[config.mk]
export PLATFORM = sky130hd
export DESIGN_NAME = riscv_decode_stage
export DESIGN_NICKNAME = d
export VERILOG_FILES = /design/src/rtl/riscv_decode_stage.sv
export SDC_FILE = /design/constraint.sdc
export NUM_CORES = 1
export LEC_CHECK = 0
export BUFFER_PORTS_ARGS = -buffer_cell sky130_fd_sc_hd__buf_4
export CORE_MARGIN = 2
export CORE_UTILIZATION = 40
export DETAILED_ROUTE_END_ITERATION = 10
export GPL_TIMING_DRIVEN = 1
export PLACE_DENSITY = 0.67
export SETUP_SLACK_MARGIN = 0.5
export SLEW_MARGIN = 40
export SYNTH_ARGS = -nofsm -noshare
export SYNTH_HDL_FRONTEND = slang
export SYNTH_SLANG_ARGS = --single-unit
[constraint.sdc]
create_clock -name clk_i -period 4.15 [get_ports clk_i]
set_input_delay 1.0375 -clock clk_i [delete_from_list [all_inputs] [get_ports clk_i]]
set_output_delay 1.0375 -clock clk_i [all_outputs]
set_load 0.005 [all_outputs]
[src/rtl/riscv_decode_stage.sv]
`default_nettype none
// ============================================================================
//  Module      : riscv_decode_stage
//  Description : RV32I instruction decoder with a single valid/ready output
//                register. Produces ALU operator, operand selects, immediate
//                and control strobes for the execute stage. Illegal encodings
//                are passed through with illegal_o set and all side-effect
//                strobes cleared.
//  Revision    : 1.0 - initial release
// ============================================================================
module riscv_decode_stage #(
    parameter logic [31:0] RESET_PC = 32'h0000_0000
) (
    input  logic        clk_i,
    input  logic        rst_i,
    input  logic [31:0] instr_i,
    input  logic [31:0] pc_i,
    input  logic        in_valid_i,
    output logic        in_ready_o,
    input  logic        flush_i,
    output logic        out_valid_o,
    input  logic        out_ready_i,
    output logic [31:0] pc_o,
    output logic [4:0]  alu_op_o,
    output logic [1:0]  src_a_sel_o,
    output logic [1:0]  src_b_sel_o,
    output logic [31:0] imm_o,
    output logic [4:0]  rs1_o,
    output logic [4:0]  rs2_o,
    output logic [4:0]  rd_o,
    output logic        wb_en_o,
    output logic        mem_req_o,
    output logic        mem_we_o,
    output logic [2:0]  mem_size_o,
    output logic        branch_o,
    output logic        jal_o,
    output logic        jalr_o,
    output logic        illegal_o
);

    // ------------------------------------------------------------------------
    // Encoding constants
    // ------------------------------------------------------------------------
    localparam logic [6:0] c_OPC_OP       = 7'b0110011;
    localparam logic [6:0] c_OPC_OP_IMM   = 7'b0010011;
    localparam logic [6:0] c_OPC_BRANCH   = 7'b1100011;
    localparam logic [6:0] c_OPC_LOAD     = 7'b0000011;
    localparam logic [6:0] c_OPC_STORE    = 7'b0100011;
    localparam logic [6:0] c_OPC_LUI      = 7'b0110111;
    localparam logic [6:0] c_OPC_AUIPC    = 7'b0010111;
    localparam logic [6:0] c_OPC_JAL      = 7'b1101111;
    localparam logic [6:0] c_OPC_JALR     = 7'b1100111;
    localparam logic [6:0] c_OPC_MISC_MEM = 7'b0001111;

    localparam logic [6:0] c_F7_BASE      = 7'b0000000;
    localparam logic [6:0] c_F7_ALT       = 7'b0100000;

    localparam logic [4:0] c_ALU_ADD      = 5'b00000;

    localparam logic [1:0] c_SRC_A_RS1    = 2'd0;
    localparam logic [1:0] c_SRC_A_PC     = 2'd1;
    localparam logic [1:0] c_SRC_A_ZERO   = 2'd2;
    localparam logic [1:0] c_SRC_B_RS2    = 2'd0;
    localparam logic [1:0] c_SRC_B_IMM    = 2'd1;
    localparam logic [1:0] c_SRC_B_FOUR   = 2'd2;

    // ------------------------------------------------------------------------
    // Instruction fields and immediates
    // ------------------------------------------------------------------------
    logic [6:0]  w_opcode;
    logic [2:0]  w_funct3;
    logic [6:0]  w_funct7;
    logic [4:0]  w_rd;
    logic [31:0] w_imm_i;
    logic [31:0] w_imm_s;
    logic [31:0] w_imm_b;
    logic [31:0] w_imm_u;
    logic [31:0] w_imm_j;
    logic [31:0] w_imm_sh;

    assign w_opcode = instr_i[6:0];
    assign w_funct3 = instr_i[14:12];
    assign w_funct7 = instr_i[31:25];
    assign w_rd     = instr_i[11:7];

    assign w_imm_i  = {{20{instr_i[31]}}, instr_i[31:20]};
    assign w_imm_s  = {{20{instr_i[31]}}, instr_i[31:25], instr_i[11:7]};
    assign w_imm_b  = {{19{instr_i[31]}}, instr_i[31], instr_i[7],
                       instr_i[30:25], instr_i[11:8], 1'b0};
    assign w_imm_u  = {instr_i[31:12], 12'b0};
    assign w_imm_j  = {{11{instr_i[31]}}, instr_i[31], instr_i[19:12],
                       instr_i[20], instr_i[30:21], 1'b0};
    // Shift-immediates carry only the shift amount; funct7 selects the shift
    // type and must not leak into the operand.
    assign w_imm_sh = {27'b0, instr_i[24:20]};

    // ------------------------------------------------------------------------
    // Decoded (pre-register) values
    // ------------------------------------------------------------------------
    logic [4:0]  w_alu_op;
    logic [1:0]  w_src_a;
    logic [1:0]  w_src_b;
    logic [31:0] w_imm;
    logic        w_wb;
    logic        w_mem_req;
    logic        w_mem_we;
    logic [2:0]  w_mem_size;
    logic        w_branch;
    logic        w_jal;
    logic        w_jalr;
    logic        w_illegal;

    // Combinational RV32I decode; an illegal result clears every side effect.
    always_comb begin
        w_alu_op   = c_ALU_ADD;
        w_src_a    = c_SRC_A_RS1;
        w_src_b    = c_SRC_B_RS2;
        w_imm      = 32'b0;
        w_wb       = 1'b0;
        w_mem_req  = 1'b0;
        w_mem_we   = 1'b0;
        w_mem_size = 3'b0;
        w_branch   = 1'b0;
        w_jal      = 1'b0;
        w_jalr     = 1'b0;
        w_illegal  = 1'b0;

        if (instr_i[1:0] != 2'b11) begin
            w_illegal = 1'b1;
        end else begin
            case (w_opcode)
                c_OPC_OP: begin
                    w_alu_op = {1'b0, w_funct7[5], w_funct3};
                    w_wb     = 1'b1;
                    if (w_funct7 == c_F7_BASE) begin
                        w_illegal = 1'b0;
                    end else if ((w_funct7 == c_F7_ALT) &&
                                 ((w_funct3 == 3'b000) || (w_funct3 == 3'b101))) begin
                        w_illegal = 1'b0;
                    end else begin
                        w_illegal = 1'b1;
                    end
                end
                c_OPC_OP_IMM: begin
                    w_alu_op = {1'b0, (w_funct3 == 3'b101) ? w_funct7[5] : 1'b0, w_funct3};
                    w_src_b  = c_SRC_B_IMM;
                    w_wb     = 1'b1;
                    if (w_funct3 == 3'b001) begin
                        w_imm     = w_imm_sh;
                        w_illegal = (w_funct7 != c_F7_BASE);
                    end else if (w_funct3 == 3'b101) begin
                        w_imm     = w_imm_sh;
                        w_illegal = (w_funct7 != c_F7_BASE) && (w_funct7 != c_F7_ALT);
                    end else begin
                        w_imm     = w_imm_i;
                    end
                end
                c_OPC_BRANCH: begin
                    w_alu_op  = {2'b11, w_funct3};
                    w_imm     = w_imm_b;
                    w_branch  = 1'b1;
                    w_illegal = (w_funct3 == 3'b010) || (w_funct3 == 3'b011);
                end
                c_OPC_LOAD: begin
                    w_src_b    = c_SRC_B_IMM;
                    w_imm      = w_imm_i;
                    w_wb       = 1'b1;
                    w_mem_req  = 1'b1;
                    w_mem_size = w_funct3;
                    w_illegal  = (w_funct3 == 3'b011) || (w_funct3 == 3'b110) ||
                                 (w_funct3 == 3'b111);
                end
                c_OPC_STORE: begin
                    w_src_b    = c_SRC_B_IMM;
                    w_imm      = w_imm_s;
                    w_mem_req  = 1'b1;
                    w_mem_we   = 1'b1;
                    w_mem_size = w_funct3;
                    w_illegal  = (w_funct3 > 3'b010);
                end
                c_OPC_LUI: begin
                    w_src_a = c_SRC_A_ZERO;
                    w_src_b = c_SRC_B_IMM;
                    w_imm   = w_imm_u;
                    w_wb    = 1'b1;
                end
                c_OPC_AUIPC: begin
                    w_src_a = c_SRC_A_PC;
                    w_src_b = c_SRC_B_IMM;
                    w_imm   = w_imm_u;
                    w_wb    = 1'b1;
                end
                c_OPC_JAL: begin
                    w_src_a = c_SRC_A_PC;
                    w_src_b = c_SRC_B_FOUR;
                    w_imm   = w_imm_j;
                    w_wb    = 1'b1;
                    w_jal   = 1'b1;
                end
                c_OPC_JALR: begin
                    w_src_a   = c_SRC_A_PC;
                    w_src_b   = c_SRC_B_FOUR;
                    w_imm     = w_imm_i;
                    w_wb      = 1'b1;
                    w_jalr    = 1'b1;
                    w_illegal = (w_funct3 != 3'b000);
                end
                c_OPC_MISC_MEM: begin
                    // FENCE is a no-op in this in-order core.
                    w_illegal = 1'b0;
                end
                default: begin
                    // SYSTEM and every unassigned opcode.
                    w_illegal = 1'b1;
                end
            endcase
        end

        if (w_illegal) begin
            w_alu_op   = c_ALU_ADD;
            w_src_a    = c_SRC_A_RS1;
            w_src_b    = c_SRC_B_RS2;
            w_imm      = 32'b0;
            w_wb       = 1'b0;
            w_mem_req  = 1'b0;
            w_mem_we   = 1'b0;
            w_mem_size = 3'b0;
            w_branch   = 1'b0;
            w_jal      = 1'b0;
            w_jalr     = 1'b0;
        end
    end

    // ------------------------------------------------------------------------
    // Pipeline register and handshake
    // ------------------------------------------------------------------------
    logic        r_valid;
    logic [31:0] r_pc;
    logic [4:0]  r_alu_op;
    logic [1:0]  r_src_a;
    logic [1:0]  r_src_b;
    logic [31:0] r_imm;
    logic [4:0]  r_rs1;
    logic [4:0]  r_rs2;
    logic [4:0]  r_rd;
    logic        r_wb_en;
    logic        r_mem_req;
    logic        r_mem_we;
    logic [2:0]  r_mem_size;
    logic        r_branch;
    logic        r_jal;
    logic        r_jalr;
    logic        r_illegal;
    logic        w_accept;

    // A flush frees the slot, so the stage always reports ready during one.
    assign in_ready_o = flush_i || !r_valid || out_ready_i;
    assign w_accept   = in_valid_i && in_ready_o && !flush_i;

    // Valid bit: flush beats accept, accept beats consume.
    always_ff @(posedge clk_i or posedge rst_i) begin
        if (rst_i) begin
            r_valid <= 1'b0;
        end else if (flush_i) begin
            r_valid <= 1'b0;
        end else if (w_accept) begin
            r_valid <= 1'b1;
        end else if (out_ready_i) begin
            r_valid <= 1'b0;
        end
    end

    // Payload loads only on an accepted beat and is otherwise held stable.
    always_ff @(posedge clk_i or posedge rst_i) begin
        if (rst_i) begin
            r_pc       <= RESET_PC;
            r_alu_op   <= 5'b0;
            r_src_a    <= 2'b0;
            r_src_b    <= 2'b0;
            r_imm      <= 32'b0;
            r_rs1      <= 5'b0;
            r_rs2      <= 5'b0;
            r_rd       <= 5'b0;
            r_wb_en    <= 1'b0;
            r_mem_req  <= 1'b0;
            r_mem_we   <= 1'b0;
            r_mem_size <= 3'b0;
            r_branch   <= 1'b0;
            r_jal      <= 1'b0;
            r_jalr     <= 1'b0;
            r_illegal  <= 1'b0;
        end else if (w_accept) begin
            r_pc       <= pc_i;
            r_alu_op   <= w_alu_op;
            r_src_a    <= w_src_a;
            r_src_b    <= w_src_b;
            r_imm      <= w_imm;
            r_rs1      <= instr_i[19:15];
            r_rs2      <= instr_i[24:20];
            r_rd       <= w_rd;
            r_wb_en    <= w_wb && (w_rd != 5'd0);
            r_mem_req  <= w_mem_req;
            r_mem_we   <= w_mem_we;
            r_mem_size <= w_mem_size;
            r_branch   <= w_branch;
            r_jal      <= w_jal;
            r_jalr     <= w_jalr;
            r_illegal  <= w_illegal;
        end
    end

    assign out_valid_o = r_valid;
    assign pc_o        = r_pc;
    assign alu_op_o    = r_alu_op;
    assign src_a_sel_o = r_src_a;
    assign src_b_sel_o = r_src_b;
    assign imm_o       = r_imm;
    assign rs1_o       = r_rs1;
    assign rs2_o       = r_rs2;
    assign rd_o        = r_rd;
    assign wb_en_o     = r_wb_en;
    assign mem_req_o   = r_mem_req;
    assign mem_we_o    = r_mem_we;
    assign mem_size_o  = r_mem_size;
    assign branch_o    = r_branch;
    assign jal_o       = r_jal;
    assign jalr_o      = r_jalr;
    assign illegal_o   = r_illegal;

endmodule
`default_nettype wire

==> summary.md, run 1 <==
| Metric | Value |
|---|---|
| Part of the Yosys area used for sequential elements | 0.548 |
| H-Tree Depth | 3 |
| Clock buffer count from CTS | 9 |
| Top cells by area, synth | dfrtp_1, mux2_2, nand2_1, a22oi_1, o41ai_1 |
| Min Clock Period, post-route | 2.89 ns |
| Initial Utilization | 0.413 |
| Post-synth top area share | 0.548 |
| CP Launch Point | out_ready_i |
| Rel. slew slack | 0.468 |
| FMAX | 346 MHz |
| RSZ-0062 raised after global routing | no |
| Drt via density | 5.51 |
| Req. time, crit path | 3.11 ns |
| Max Slew Vio Count | 0 |
| Ys flop type | dfrtp_1 |
| Worst R2R Start | out_valid_o |
| Share of layout cells above drive strength 1 | 0.454 |
| Actual slew at the worst max-slew pin | 0.796 ns |
| 1st-iter DRT viols | 212 |
| Area of the core | 10,900 um2 |
| Final nets | 619 |
| Via count | 3,828 |
| Top Ports | 169 |
| CTS max path bufs | 2 |
| Status | complete, no violations |
| # DRC | 0 |
| Gpl congestion | 0.863 |
| Number of flops mapped to enable cells by yosys | 0 |
| Detailed Place HPWL | 9100 um |
| Fin crit share | 0.696 |
| Post-route setup TNS | 0 ns |
| Syn Nets | 466 |
| Largest net degree at the start of global routing | 88 |
| GRT Overall Usage | 0.214 |
| Port Buffer Count | 168 |
| Clock Latency Late Sink | 0.35 ns |
| Global-route wire length before repair | 19,900 um |
| Commonest cells in the netlist | dfrtp_1, nand2_1, mux2_2, a22oi_1 |
| Avg Cell Area, Syn | 11.4 um2 |
| Final hold vios | 0 |
| Initial antenna violation count | 0 |
| Yosys warnings | 0 |
| Most common cell in the netlist | dfrtp_1 |
| CTS tree | yes |
| Via count of the first global-routing pass | 3,773 |
| Post-DRT Antenna Nets | 0 |
| Setup bufs post-CTS | 0 |
| Hold Crit Class | register to register |
| # Max-Cap Violations | 0 |
| Final setup violation count | 0 |
| Cell depth of the worst hold path | 2 |
| Setup ws final | 1.26 ns |
| Final wirelength | 12,700 um |
| Row cnt | 38 |
| Post-Synthesis Cells | 397 |
| Layout area overhead | 36.7% |
| Mapped Area | 4520 um2 |
| Hold wc startpoint | imm_o[13] |
| Power per standard cell area | 376 nW/um2 |
| CP Data Arrival Time | 1.85 ns |
| Die X-Extent | 110 um |
| DP Cell Count | 679 |
| R2R Setup Slk | 2.18 ns |
| Post-synth ARST share | 1.00 |
| Worst R2R End | imm_o[28] |
| CTS resizes | 0 |
| Yosys cell types | 49 |
| Leakage power | 2.87 nW |
| Hold_buf cts | 0 |
| Diodes inserted | 0 |
| # clock sinks | 99 |
| Global route overflow | 0 |
| Clk slew on worst S/H paths | 0.07 ns |
| First-pass DRT Iterations | 4 |
| Max VDD drop | 0.194 mV |
| Pre-CTS setup slack | 0.932 ns |
| Element type at the critical path start | input port |
| Non-Filler Instances | 695 |
| Routed wire per std cell | 18.2 um |
| Area of the die | 12,200 um2 |
| Area leader, netlist | dfrtp_1 |
| Worst Hold Endpoint | imm_o[13] |
| Crit path kind | input port to output port |
| Yosys reg bits | 99 |
| Clock Skew | 0.00372 ns |
| Pwr Total | 2.33 mW |
| Die H | 110 um |
| Worst-case reg-to-reg path depth | 6 |
| Clock root cell | clkbuf_16 |
| Critical Path Sink Type | output port |
| CP max FO | 3 |
-- flip-flops by register name (all words and copies together) (netlist names) --
signal,cells
imm_o,32
src_a_sel_o,2
jalr_o,1
out_valid_o,1
illegal_o,1
alu_op_o,5
rd_o,5
src_b_sel_o,2
mem_req_o,1
rs2_o,5
rs1_o,5
branch_o,1
mem_size_o,3
jal_o,1
wb_en_o,1
pc_o,32
mem_we_o,1
-- how the worst max path moves through the flow --
stage                  endpoint  slack [ns]  cells past startpoint
CTS                  in_ready_o        1.26                      4
global route           imm_o[5]        1.15                      7
finish               in_ready_o        1.26                      4
detailed placement     imm_o[7]        0.93                      7
floorplan           alu_op_o[0]        0.52                      1
global placement      illegal_o        0.93                      7
-- through the flow --
| step | cell area (um2) | hold slack [ns] | util |
|---|---|---|---|
| 4_1_cts | 6180 | 0.484 | 0.565 |
| 3_5_place_dp | 5880 | 0.465 | 0.537 |
| 5_1_grt | 6180 | 0.502 | 0.565 |
| 6_report | 6180 | 0.481 | 0.565 |
| 3_3_place_gp | 5860 | 0.461 | 0.536 |
| 2_1_floorplan | 4520 | 0.467 | - |
-- report_power, final --
part           internal (mW)  switching [mW]
Combinational          0.220           0.162
Clock                  0.484           0.369
Sequential              1.05          0.0442
-- per-layer routing --
layer / routed length (um) / GRT usage
met2: 6010 / 0.336
met3: 1260 / 0.0664
met4: 179 / 0.0652
met5: 0 / 0
met1: 5220 / 0.286
-- placed cells by master, fill, tap and decap left out, types with 3 or more instances in the layout --
| master | count |
|---|---|
| clkbuf_16 | 9 |
| o21ai_0 | 13 |
| o41ai_1 | 17 |
| mux2_2 | 46 |
| o41ai_2 | 5 |
| nor3_1 | 3 |
| a22o_1 | 3 |
| o31ai_1 | 18 |
| buf_4 | 173 |
| nand4_1 | 3 |
| nand2b_1 | 9 |
| nand2_1 | 68 |
| dfrtp_1 | 99 |
| a22oi_1 | 23 |
| nor2b_1 | 5 |
| a21o_1 | 3 |
| a21oi_1 | 3 |
| nor2_1 | 8 |
| inv_1 | 4 |
-- logic make-up (layout without fill, tap and decap cells) --
logic type / after synthesis / count (layout) / synth area share
and+or+nand+nor: 113 / 113 / 0.118
AOI/OAI and AO/OA: 103 / 103 / 0.182
DFF: 99 / 99 / 0.548
muxes: 46 / 46 / 0.115
buffers and inverters: 36 / 194 / 0.0368
-- cell type report --
| cell class | count | area, um2 |
|---|---|---|
| tap | 140 | 175 |
| sequential | 99 | 2480 |
| inverter | 5 | 23.8 |
| clock buffer | 10 | 239 |
| multi-input combinational | 262 | 1900 |
| timing repair buffer | 173 | 1300 |
| clock inverter | 6 | 63.8 |
| fill | 982 | 4760 |
-- critical path, cell delays in order --
cell and delay (ns):
buf_4 0.10, nand2b_1 0.24, or2_2 0.33, buf_4 0.14
(Power assumes the default switching activity.)
==> run 2, diff against run 1 <==
--- a/config.mk
+++ b/config.mk
@@ -10,7 +10,7 @@
 export CORE_UTILIZATION = 40
 export DETAILED_ROUTE_END_ITERATION = 10
 export GPL_TIMING_DRIVEN = 1
-export PLACE_DENSITY = 0.67
+export PLACE_DENSITY = 0.7
 export SETUP_SLACK_MARGIN = 0.5
 export SLEW_MARGIN = 40
 export SYNTH_ARGS = -nofsm -noshare
==> constraint.sdc (replaced) <==
create_clock -name clk_i -period 2.3 [get_ports clk_i]
set_input_delay 0.575 -clock clk_i [delete_from_list [all_inputs] [get_ports clk_i]]
set_output_delay 0.575 -clock clk_i [all_outputs]
set_load 0.005 [all_outputs]
==> summary.md, run 2 (synthesis gave the netlist of run 1 again) <==
| Metric | Value |
|---|---|
| Non-Filler Instances | 740 (+6.5%) |
| Pre-CTS setup slack | -0.360 ns (-1.29 ns) |
| Port Buffer Count | 168 (unchanged) |
| Clock Latency Late Sink | 0.34 ns (about the same) |
| Hold Crit Class | input port to asynchronous set/reset pin |
| Routed length on met2 | 6180 um (+2.9%) |
| Die H | 110 um (unchanged) |
| Req. time, crit path | 2.51 ns (-0.60 ns) |
| Max VDD drop | 0.299 mV (+54%) |
| Area of the die | 12,200 um2 (unchanged) |
| Row cnt | 38 (unchanged) |
| Gpl congestion | 0.862 (about the same) |
| Initial Utilization | 0.413 (unchanged) |
| Global route overflow | 0 (unchanged) |
| Clock buffer count from CTS | 9 (unchanged) |
| Clock root cell | clkbuf_16 |
| Final wirelength | 13,300 um (+4.9%) |
| Met3 routed WL | 1170 um (-7.4%) |
| Largest net degree at the start of global routing | 100 (+14%) |
| Max Slew Vio Count | 0 (unchanged) |
| Final nets | 665 (+7.4%) |
| Critical Path Sink Type | register |
| Leading cell types in the layout, fill and taps excluded | buf_4, dfrtp_1, nand2_1, mux2_2, a22oi_1 |
| Share of layout cells above drive strength 1 | 0.545 (+0.0909) |
| Power per standard cell area | 589 nW/um2 (+57%) |
| Final hold vios | 0 (unchanged) |
| Hold_buf cts | 0 (unchanged) |
| CTS max path bufs | 2 (unchanged) |
| First-pass DRT Iterations | 4 (unchanged) |
| Most common cell after layout, fill and taps aside | buf_4 |
| Diodes inserted | 0 (unchanged) |
| Routed wire per std cell | 18.0 um (-1.5%) |
| RSZ-0062 raised after global routing | yes |
| Setup ws final | 0.249 ns (-1.01 ns) |
| Design area | 6990 um2 (+13%) |
| 1st-iter DRT viols | 283 (+33%) |
| H-Tree Depth | 3 (unchanged) |
| Initial antenna violation count | 0 (unchanged) |
| Via count of the first global-routing pass | 3,927 (+4.1%) |
| CTS tree | yes |
| GRT Overall Usage | 0.214 (-0.000448) |
| CP max FO | 9 (+6) |
| Status | complete, no violations |
| Min Clock Period, post-route | 2.05 ns |
| # Max-Cap Violations | 0 (unchanged) |
| FMAX | 488 MHz |
| Post-DRT Antenna Nets | 0 (unchanged) |
| Final setup violation count | 0 (unchanged) |
| Die X-Extent | 110 um (unchanged) |
| DP Cell Count | 711 (+4.7%) |
| Via count | 4,010 (+4.8%) |
| Actual slew at the worst max-slew pin | 0.590 ns (-0.206 ns) |
| # DRC | 0 (unchanged) |
| Post-DP Area | 6220 um2 (+5.8%) |
| Highest metal used | met4 |
| Met1 Wirelength | 5700 um (+9.2%) |
| Crit path kind | input port to register |
| Element type at the critical path start | input port |
| # clock sinks | 99 (unchanged) |
| CP Data Arrival Time | 2.27 ns (+0.42 ns) |
| Rel. slew slack | 0.606 (+0.138) |
| Clk slew on worst S/H paths | 0.06 ns (about the same) |
| Clock Skew | 0.00707 ns (+0.00334 ns) |
| Layout area overhead | 54.7% |
| Fin crit share | 0.892 |
| Drt via density | 5.42 (-1.6%) |
| Global-route wire length before repair | 19,800 um (-0.45%) |
| Top Ports | 169 (unchanged) |
| Area of the core | 10,900 um2 (unchanged) |
| Detailed Place HPWL | 9330 um (+2.6%) |
| Leakage power | 3.28 nW (+14%) |
-- run 2: final timing paths --
kind                        startpoint  cells after the start  slack [ns]        end
max reg2reg                out_valid_o                      7        0.56  imm_o[11]
min                              rst_i                      3        0.40    pc_o[3]
max                        instr_i[27]                      9        0.25  illegal_o
min in group clk_i            pc_i[30]                      2        0.46   pc_o[30]
min reg2reg                  imm_o[15]                      2        0.49  imm_o[15]
max in group asynchronous        rst_i                      3        1.53   mem_we_o
-- run 2: final cells by class --
cell class | instances | area, um2
Tap cell | 140 | 175
Multi-Input combinational cell | 262 | 2210
Sequential cell | 99 | 2480
Inverter | 5 | 22.5
Clock inverter | 1 | 8.76
Clock buffer | 14 | 264
Fill cell | 854 | 3940
Timing Repair Buffer | 219 | 1830
-- run 2: metal layers --
metal,vias up,GRT usage
li1,1875,-
met1,1917,0.283
met2,202,0.344
met3,16,0.0441
met4,0,0.0848
met5,-,0
-- run 2: power by group --
| part | switching, mW | total, mW | internal [mW] |
|---|---|---|---|
| Combinational | 0.312 | 0.765 | 0.453 |
| Clock | 0.600 | 1.39 | 0.790 |
| Sequential | 0.0759 | 1.97 | 1.89 |
| Total | 0.988 | 4.12 | 3.13 |
-- run 2: metrics by stage --
stage	util	hold WS (ns)	TNS [ns]	total power, mW
2_1_floorplan	-	0.467	0	2.28
3_3_place_gp	0.566	0.461	-7.04	2.71
3_5_place_dp	0.569	0.468	-7.25	2.73
4_1_cts	0.621	0.420	0	4.15
5_1_grt	0.639	0.431	0	4.33
6_report	0.639	0.397	0	4.12
-- run 2: critical path, cell delays in order --
cell and delay (ns):
buf_6 0.09, or4_4 0.53, nor3_4 0.21, a21o_2 0.20
a21oi_4 0.06, buf_8 0.16, buf_12 0.15, buf_4 0.14
a2bb2oi_1 0.14
-- run 2: repair_timing --
| action | in CTS | in global routing |
|---|---|---|
| hold endpoints to repair | 0 | 0 |
| pin swaps | 17 | 18 |
| buffers inserted | 9 | 3 |
| resized for setup | 31 | 34 |
| gates cloned | 2 | 0 |
| endpoints found under the setup margin | 46 | 48 |
==> run 3, diff against run 2 <==
--- a/config.mk
+++ b/config.mk
@@ -5,12 +5,13 @@
 export SDC_FILE = /design/constraint.sdc
 export NUM_CORES = 1
 export LEC_CHECK = 0
+export ABC_CLOCK_PERIOD_IN_PS = 2300
 export BUFFER_PORTS_ARGS = -buffer_cell sky130_fd_sc_hd__buf_4
 export CORE_MARGIN = 2
 export CORE_UTILIZATION = 40
 export DETAILED_ROUTE_END_ITERATION = 10
 export GPL_TIMING_DRIVEN = 1
-export PLACE_DENSITY = 0.7
+export PLACE_DENSITY = 0.66
 export SETUP_SLACK_MARGIN = 0.5
 export SLEW_MARGIN = 40
 export SYNTH_ARGS = -nofsm -noshare
==> summary.md, run 3 (synthesis gave the netlist of run 1 again) <==
| Metric | Value |
|---|---|
| Status | complete, no violations |
| Crit path kind | input port to register |
| Psw | 1.03 mW (+4.0%) |
| Leakage power | 3.36 nW (+2.2%) |
| Area of the die | 12,200 um2 (unchanged) |
| Gpl congestion | 0.876 (+1.6%) |
| Reg area | 2480 um2 (unchanged) |
| Clock Latency Late Sink | 0.34 ns (about the same) |
| Req. time, crit path | 2.54 ns (+0.03 ns) |
| Area of the multi-input gates | 2260 um2 (+2.4%) |
| RSZ-0062 raised after global routing | yes |
| Leading cell types in the layout, fill and taps excluded | buf_4, dfrtp_1, nand2_1, mux2_2, a22oi_1 |
| Power per standard cell area | 600 nW/um2 (+1.8%) |
| Element type at the critical path start | input port |
| Pwr Total | 4.28 mW (+3.8%) |
| Final hold vios | 0 (unchanged) |
| Via count | 4,090 (+2.0%) |
| Global-route wire length before repair | 19,900 um (+0.73%) |
| Post-route setup TNS | 0 ns (unchanged) |
| Max incr delay on CP | 0.53 ns (about the same) |
| Cell family with most CP delay | simple AND/OR/NAND/NOR gates |
| Final nets | 671 (+0.90%) |
| Via count of the first global-routing pass | 3,973 (+1.2%) |
| Hold_buf cts | 0 (unchanged) |
| Hold Slack | 0.201 ns (-0.196 ns) |
| Final setup violation count | 0 (unchanged) |
| Die H | 110 um (unchanged) |
| Max VDD drop | 0.361 mV (+21%) |
| Clock power share | 0.362 (+0.025) |
| Post-DP Area | 6220 um2 (about the same) |
| Rel. slew slack | 0.519 (-0.0872) |
| Largest net degree at the start of global routing | 39 (-61%) |
| Hold Crit Class | input port to asynchronous set/reset pin |
| Drt via density | 5.48 (+1.0%) |
| Max Slew Vio Count | 0 (unchanged) |
| Post-DRT Antenna Nets | 0 (unchanged) |
| Final wirelength | 13,500 um (+1.6%) |
| Sw frac | 0.240 (+0.000520) |
| # clock sinks | 99 (unchanged) |
| Area of the core | 10,900 um2 (unchanged) |
| CP Data Arrival Time | 2.25 ns (-0.02 ns) |
| Fin crit share | 0.873 (-0.0190) |
| Clock root cell | clkbuf_16 |
| Actual slew at the worst max-slew pin | 0.721 ns (+0.131 ns) |
| H-Tree Depth | 3 (unchanged) |
| Row cnt | 38 (unchanged) |
| Min Clock Period, post-route | 2.01 ns (-0.0436 ns) |
| GRT Overall Usage | 0.214 (about the same) |
| Initial antenna violation count | 0 (unchanged) |
| Share of layout cells above drive strength 1 | 0.568 (+0.0234) |
| Clock Skew | 0.00713 ns (+0.0000684 ns) |
| Diodes inserted | 0 (unchanged) |
| Global route overflow | 0 (unchanged) |
| Die X-Extent | 110 um (unchanged) |
| # DRC | 0 (unchanged) |
| Initial Utilization | 0.413 (unchanged) |
| Gate power share | 0.180 (-0.006) |
| Top Ports | 169 (unchanged) |
| Detailed Place HPWL | 9410 um (+0.77%) |
| Internal power | 3.25 mW (+3.7%) |
| CTS tree | yes |
| Port Buffer Count | 168 (unchanged) |
| FMAX | 498 MHz (+2.2%) |
| Flop pwr share | 0.459 (-0.018) |
| Worst Path Buf+Inv | 2 (-2) |
| Clk slew on worst S/H paths | 0.07 ns (about the same) |
| Cell Chain, Critical Path | buf_6, or4_4, nor3_4, a21o_2, a21oi_4, buf_8, o41ai_2 |
| Layout area overhead | 57.7% |
| Design area | 7130 um2 (+1.9%) |
| CTS max path bufs | 2 (unchanged) |
| Critical Path Slowest Stage Cell | or4_4 |
| Critical Path Sink Type | register |
| CP max FO | 6 (-3) |
| First-pass DRT Iterations | 5 (+1) |
| 1st-iter DRT viols | 294 (+3.9%) |
| Most common cell after layout, fill and taps aside | buf_4 |
| Fillcell total | 866 (+1.4%) |
| # Max-Cap Violations | 0 (unchanged) |
| Routed wire per std cell | 18.1 um (+0.64%) |
| Clock buffer count from CTS | 9 (unchanged) |
-- run 3: changes by cell type in the layout (fill, tap and decap cells not counted), sizes merged --
cell,change
buf,+4
bufinv,+1
clkbuf,+1
clkinvlp,+1
-- run 3: per-stage QoR --
| step | setup slack (ns) | std cells | util |
|---|---|---|---|
| 2_1_floorplan | 0.178 | 397 | - |
| 4_1_cts | 0.238 | 739 | 0.627 |
| 5_1_grt | 0.252 | 747 | 0.652 |
| 3_3_place_gp | -0.222 | 714 | 0.568 |
| 3_5_place_dp | -0.283 | 715 | 0.569 |
| 6_report | 0.292 | 747 | 0.652 |
-- run 3: path summary, 6_finish.rpt --
check | startpoint | to | slack [ns] | depth (start not counted)
max in group asynchronous | rst_i | rs1_o[1] | 1.52 | 3
worst min-delay path | rst_i | pc_o[26] | 0.20 | 2
worst max register to register | out_valid_o | imm_o[24] | 0.66 | 7
worst max-delay path | instr_i[27] | imm_o[28] | 0.29 | 7
worst min register to register | rs2_o[0] | rs2_o[0] | 0.48 | 2
min in group clk_i | pc_i[30] | pc_o[30] | 0.46 | 2
-- run 3: layout make-up --
type                    count  area share
repair buffers            225       0.264
multi-input cells         262       0.318
clock inverters             3     0.00650
inverters                   5     0.00316
flip-flops and latches     99       0.348
well taps                 140      0.0246
clock buffers              13      0.0365
-- run 3: per-layer routing --
layer,global-route usage,vias up,part of all wire,wire length [um]
met2,0.336,212,0.47,6320
met4,0.0768,0,0.020,273
met1,0.291,1989,0.43,5740
met3,0.0494,22,0.086,1170
met5,0,-,0,0
li1,-,1867,-,-
-- run 3: repair_timing --
action                                  CTS  global route
endpoints found under the setup margin   48            48
resized for setup                        38            36
cloned                                    1             1
setup buffers                             7             7
pin swaps                                17            20
-- run 3: power groups by stage --
stage / Combinational (mW) / Clock, mW / Sequential (mW)
after detailed placement: 0.736 / 0 / 2.00
after global routing: 0.841 / 1.66 / 1.98
after floorplan: 0.277 / 0 / 2.00
after global placement: 0.722 / 0 / 1.99
final: 0.768 / 1.55 / 1.96
after CTS: 0.755 / 1.58 / 1.96
